### src/rtl/rot_pkg.sv
// rtl/rot_pkg.sv - shared constants, state type and position helpers for the rotating-segment sequencer
package rot_pkg;

    localparam int         NUM_POS     = 12;
    localparam logic [3:0] LAST_POS    = 4'd11;

    localparam logic [3:0] POS_TOP0    = 4'd0;
    localparam logic [3:0] POS_RIGHT_B = 4'd4;
    localparam logic [3:0] POS_BOT3    = 4'd6;
    localparam logic [3:0] POS_LEFT_E  = 4'd10;

    localparam logic [1:0] SPEED_X1      = 2'd0;
    localparam logic [1:0] SPEED_HALF    = 2'd1;
    localparam logic [1:0] SPEED_QUARTER = 2'd2;
    localparam logic [1:0] SPEED_EIGHTH  = 2'd3;

    typedef enum logic {
        STOP = 1'b0,
        RUN  = 1'b1
    } state_e;

    function automatic logic [3:0] next_pos(input logic [3:0] pos, input logic rev);
        if (rev) begin
            next_pos = (pos == POS_TOP0) ? LAST_POS : pos - 4'd1;
        end else begin
            next_pos = (pos == LAST_POS) ? POS_TOP0 : pos + 4'd1;
        end
    endfunction

    function automatic logic is_wrap(input logic [3:0] pos, input logic rev);
        is_wrap = rev ? (pos == POS_TOP0) : (pos == LAST_POS);
    endfunction

endpackage

### src/rtl/sync_edge_n.sv
// rtl/sync_edge_n.sv - 2-flop synchronizer (idle high) with registered falling-edge pulse
module sync_edge_n (
    input  logic clk,
    input  logic reset_n,
    input  logic din_n_i,
    output logic fall_o
);

    logic       s1_q;
    logic       s2_q;
    logic       prev_q;
    logic       fall_q;
    logic [2:0] vld_q;

    // vld_q marks when prev_q holds a real sample, so an input already low at
    // reset release is not mistaken for a falling edge.
    always_ff @(posedge clk or negedge reset_n) begin
        if (!reset_n) begin
            s1_q   <= 1'b1;
            s2_q   <= 1'b1;
            prev_q <= 1'b1;
            vld_q  <= 3'b000;
            fall_q <= 1'b0;
        end else begin
            s1_q   <= din_n_i;
            s2_q   <= s1_q;
            prev_q <= s2_q;
            vld_q  <= {vld_q[1:0], 1'b1};
            fall_q <= vld_q[2] & prev_q & ~s2_q;
        end
    end

    assign fall_o = fall_q;

endmodule

### src/rtl/rot_position_gen.sv
// rtl/rot_position_gen.sv - position sequencer (0-11) with prescaled free-run and single-step
module rot_position_gen
    import rot_pkg::*;
#(
    parameter int CLK_HZ  = 50_000_000,
    parameter int STEP_HZ = 8
) (
    input  logic       clk,
    input  logic       reset_n,
    input  logic       run,
    input  logic       dir,
    input  logic [1:0] speed,
    input  logic       step_n,
    output logic [3:0] pos_out,
    output logic       step_pulse,
    output logic       lap_done
);

    localparam int          DIV   = CLK_HZ / STEP_HZ;
    localparam int          CW    = $clog2(DIV * 8);
    localparam logic [CW:0] DIV_W = (CW + 1)'(DIV);
    localparam logic [CW:0] ONE_W = (CW + 1)'(1);

    logic          run_s1_q;
    logic          run_s2_q;
    logic          step_fall;
    state_e        state_q;
    logic [CW-1:0] cnt_q;
    logic [3:0]    pos_q;
    logic          step_pulse_q;
    logic          lap_q;

    logic [CW:0]   period;
    logic          tick;
    logic          step_ev;
    logic [3:0]    pos_d;

    sync_edge_n u_step_sync (
        .clk     (clk),
        .reset_n (reset_n),
        .din_n_i (step_n),
        .fall_o  (step_fall)
    );

    always_ff @(posedge clk or negedge reset_n) begin
        if (!reset_n) begin
            run_s1_q <= 1'b0;
            run_s2_q <= 1'b0;
        end else begin
            run_s1_q <= run;
            run_s2_q <= run_s1_q;
        end
    end

    // Compare with >= so a speed change that shortens the limit ticks at once.
    always_comb begin
        period  = DIV_W << speed;
        tick    = (state_q == RUN) && ({1'b0, cnt_q} >= (period - ONE_W));
        step_ev = tick || ((state_q == STOP) && step_fall);
        pos_d   = step_ev ? next_pos(pos_q, dir) : pos_q;
    end

    always_ff @(posedge clk or negedge reset_n) begin
        if (!reset_n) begin
            state_q      <= STOP;
            cnt_q        <= '0;
            pos_q        <= POS_TOP0;
            step_pulse_q <= 1'b0;
            lap_q        <= 1'b0;
        end else begin
            pos_q        <= pos_d;
            step_pulse_q <= step_ev;
            lap_q        <= step_ev && is_wrap(pos_q, dir);
            case (state_q)
                STOP: begin
                    cnt_q <= '0;
                    if (run_s2_q) begin
                        state_q <= RUN;
                    end
                end
                RUN: begin
                    if (!run_s2_q) begin
                        state_q <= STOP;
                        cnt_q   <= '0;
                    end else if (tick) begin
                        cnt_q <= '0;
                    end else begin
                        cnt_q <= cnt_q + CW'(1);
                    end
                end
                default: begin
                    state_q <= STOP;
                    cnt_q   <= '0;
                end
            endcase
        end
    end

    assign pos_out    = pos_q;
    assign step_pulse = step_pulse_q;
    assign lap_done   = lap_q;

endmodule

### config.mk
export PLATFORM = sky130hd
export DESIGN_NAME = rot_position_gen
export DESIGN_NICKNAME = d
export VERILOG_FILES = /design/src/rtl/rot_pkg.sv /design/src/rtl/sync_edge_n.sv /design/src/rtl/rot_position_gen.sv
export SDC_FILE = /design/constraint.sdc
export NUM_CORES = 1
export LEC_CHECK = 0
export ABC_AREA = 1
export CAP_MARGIN = 30
export CORE_MARGIN = 2
export CORE_UTILIZATION = 48
export CTS_CLUSTER_SIZE = 40
export DETAILED_ROUTE_END_ITERATION = 10
export PLACE_DENSITY = 0.66
export SLEW_MARGIN = 20
export SYNTH_ARGS = -nofsm -noshare
export SYNTH_HDL_FRONTEND = slang
export SYNTH_HIERARCHICAL = 1
export SYNTH_SLANG_ARGS = --single-unit
### constraint.sdc
create_clock -name clk -period 4.4 [get_ports clk]
set_input_delay 0.44 -clock clk [delete_from_list [all_inputs] [get_ports clk]]
set_output_delay 0.44 -clock clk [all_outputs]
set_load 0.03 [all_outputs]
==> results_dict.tcl <==
set metrics [dict create \
    timing.rr.end "cnt_q[25]" \
    switching_share_pct 32.7 \
    reg2reg_slack_ns 2.29 \
    cp.required_ns 4.60 \
    timing.rr.start "cnt_q[10]" \
    fin_crit_sh_pct 64.4 \
    clockPowerShare_pct 27.0 \
    pwr_density_cell_nw_per_um2 304 \
    synth_cell_types 36 \
    ys_ff_latch 42 \
    comb_power_share_pct 24.0 \
    ir_drop_v 0.000278 \
    grt-ovfl-total 0 \
    dp.cells 422 \
    seq_power_share_pct 48.9 \
    fill_cells 542 \
    met1_usage_pct 25.3 \
    avgViaCountPerCell 4.86 \
    wl_per_cell_um 12.2 \
    layout-drive-gt1-share_pct 13.9 \
    period_needed_ns 2.83 \
    synth_cells 344 \
    initial_core_util_pct 49.6 \
    post-cts-setup-buffers 0 \
    worstMarginPinSlew_ns 0.549 \
    die_y_um 79.4 \
    grt_antenna_before_repair 0 \
    crit_path_end_kind "flop" \
    grt_max_degree 43 \
    dr.pass1.iters 4 \
    synth_edf_count 0 \
    place_area_sq_um 2890 \
    setup_tns_ns 0 \
    nNetsFinal 385 \
    finClkSkew_ns 0.0133 \
    worstSetupEndpoint "cnt_q[25]" \
    clock_latency_ns 0.30 \
    cp-startpoint "speed[0]" \
    route.detailed.drc 0 \
    p_leak_nw 1.40 \
    grt_pass1_vias 2070 \
    cts-root-buf "clkbuf_8" \
    antenna_cells 0 \
    cts_buffer_depth 2 \
    r2r_cells 12 \
    holdWs_ns 0.125 \
    status "finished, final reports clean" \
    dp_slack_ns 1.24 \
    fmax_ghz 0.353 \
    slew_headroom_pct 63.4 \
    clock_tree.htree_level_count 2 \
    port_buffers 12 \
    setup_viol 0 \
    syn_avg_cell_area_sq_um 7.94 \
    p_sw_mw 0.300 \
    path_clk_slew_ns 0.09 \
    ys.warnings.count 6 \
    met2_usage_pct 31.6 \
    dieArea_sq_um 6310 \
    grt-busiest-layer "met2" \
    dp_hpwl_um 4030 \
    async_flop_share_pct 100 \
    critical_path_class "input port to flop" \
    place_congestion 0.889 \
    grt_setup_unrepaired "no" \
    min_path_type "input port to asynchronous set/reset pin" \
    area_growth_pct 10.3 \
    startpoint_type "input port" \
    postRouteAntennaNets 0 \
    hold_violations 0 \
    maxSlewViolCount 0 \
    worstPathMaxFanout 23 \
    final_cell_count_no_fill 431 \
    grt_use_total_pct 18.8 \
    max_cap_viol_count 0 \
    cts_tree "built" \
    numCtsBuffers 5 \
    num_rows 27 \
    final_area_sq_um 3010 \
    setup_slack_ns 1.57 \
    cts_hold_buf 0 \
    met3_usage_pct 2.71 \
    core-area_sq_um 5510 \
    cts_resized 0 \
    grt_pass1_wl_um 9290 \
    numClockSinks 42 \
    die_w_um 79.4 \
    synth_area_sq_um 2730 \
    drt_wl_total_um 5270 \
    ys_seq_area_share_pct 38.6 \
    io_pins 13 \
    intPower_mw 0.616 \
    synth_ff_type "dfrtp_1" \
    cp_data_arrival_time_ns 3.03 \
    drt_iter0_drc 95 \
    dr_total_vias 2096 \
]
==> critical path: stages <==
cell	delay [ns]
clkdlybuf4s50_1	0.75
nand2_1	0.23
ha_1	0.34
nand2_1	0.09
inv_1	0.04
a221oi_1	0.25
nand2_1	0.10
nor2_2	0.20
nand3_4	0.32
nor3_1	0.26
==> cell families (layout without fill, tap and decap cells) <==
group | Yosys count | after routing | synth area share (%)
XOR/XNOR | 12 | 12 | 3.85
flip-flops | 42 | 42 | 38.6
other | 3 | 4 | 0.412
buffers and inverters | 57 | 71 | 8.57
AO/OA/AOI/OAI | 25 | 25 | 5.59
AND/OR/NAND/NOR | 185 | 185 | 33.8
adder cells (fa/ha/maj) | 20 | 20 | 9.17
==> metal layers <==
| metal | part of all wire [%] | routed length (um) |
|---|---|---|
| met1 | 50 | 2650 |
| met2 | 47 | 2480 |
| met3 | 2.0 | 104 |
| met4 | 0.55 | 29 |
| met5 | 0 | 0 |
==> layout by cell type (no fill, tap or decap), types with 2 or more instances in the layout <==
master / count
nor2_2: 9
dfstp_2: 3
nor2_4: 2
nor4_1: 2
dfrtp_1: 39
nor3_2: 7
nand4_1: 3
ha_1: 20
o22ai_1: 3
nor2_1: 50
a21oi_1: 4
nand2_2: 6
nand3_1: 27
o21ai_0: 9
inv_2: 2
clkbuf_8: 5
a31oi_1: 3
nand3_2: 5
nand2_1: 57
inv_1: 48
xnor2_1: 3
nor3_1: 12
a21oi_2: 3
clkdlybuf4s50_1: 11
conb_1: 4
xor2_1: 9
==> how the worst min path moves through the flow <==
stage	to	slack [ns]	cells past startpoint
floorplan	cnt_q[0]	0.14	0
global placement	run_s2_q	0.33	0
detailed placement	u_step_sync/vld_q[2]	0.34	0
CTS	cnt_q[14]	0.31	1
global route	cnt_q[2]	0.15	1
finish	cnt_q[2]	0.12	1
==> final cells by class <==
type,instances,area (sq um),share of cell area [%]
Multi-Input combinational cell,246,1450,48.0
Sequential cell,42,1050,35.0
Inverter,50,188,6.23
Timing Repair Buffer,13,143,4.74
Tap cell,72,90.1,2.99
Clock buffer,5,68.8,2.29
Clock inverter,3,21.3,0.707
==> synthesized netlist by cell type, types with 2 or more instances <==
cell type | instances | area share, %
o21ai_0 | 9 | 1.6
buf_6 | 2 | 0.82
nand4_1 | 3 | 0.69
nand2_1 | 57 | 7.8
dfstp_2 | 3 | 2.9
nand3_2 | 5 | 1.8
xor2_1 | 9 | 2.9
nand2_2 | 6 | 1.4
o22ai_1 | 3 | 0.69
a21oi_1 | 4 | 0.73
xnor2_1 | 3 | 0.96
dfrtp_1 | 39 | 36
nor2_4 | 2 | 0.82
inv_2 | 2 | 0.28
inv_1 | 48 | 6.6
a31oi_1 | 3 | 0.69
nor3_1 | 12 | 2.2
conb_1 | 3 | 0.41
nor4_1 | 2 | 0.46
clkbuf_1 | 3 | 0.41
nand3_1 | 27 | 4.9
ha_1 | 20 | 9.2
nor3_2 | 7 | 2.6
nor2_2 | 9 | 2.1
nor2_1 | 50 | 6.9
a21oi_2 | 3 | 0.96
==> stage by stage <==
step                      total power, mW  utilization (%)
after floorplan                     0.602                -
after global placement              0.670             52.5
after detailed placement            0.674             52.5
after CTS                           0.924             54.2
after global routing                0.973             54.7
final                               0.915             54.7
==> sequential cells by signal, indices dropped and copies added, names as in the netlist <==
register            cells
cnt_q                  26
lap_done                1
pos_out                 4
run_s1_q                1
run_s2_q                1
state_q                 1
step_pulse              1
u_step_sync/fall_o      1
u_step_sync/prev_q      1
u_step_sync/s1_q        1
u_step_sync/s2_q        1
u_step_sync/vld_q       3
==> power groups by stage <==
stage / registers (mW) / logic, mW / clock network (mW)
3_5_place_dp: 0.456 / 0.218 / 0
5_1_grt: 0.453 / 0.249 / 0.272
2_1_floorplan: 0.476 / 0.126 / 0
4_1_cts: 0.448 / 0.220 / 0.256
3_3_place_gp: 0.455 / 0.215 / 0
6_report: 0.448 / 0.220 / 0.247
Power figures use the tool's default switching activity.
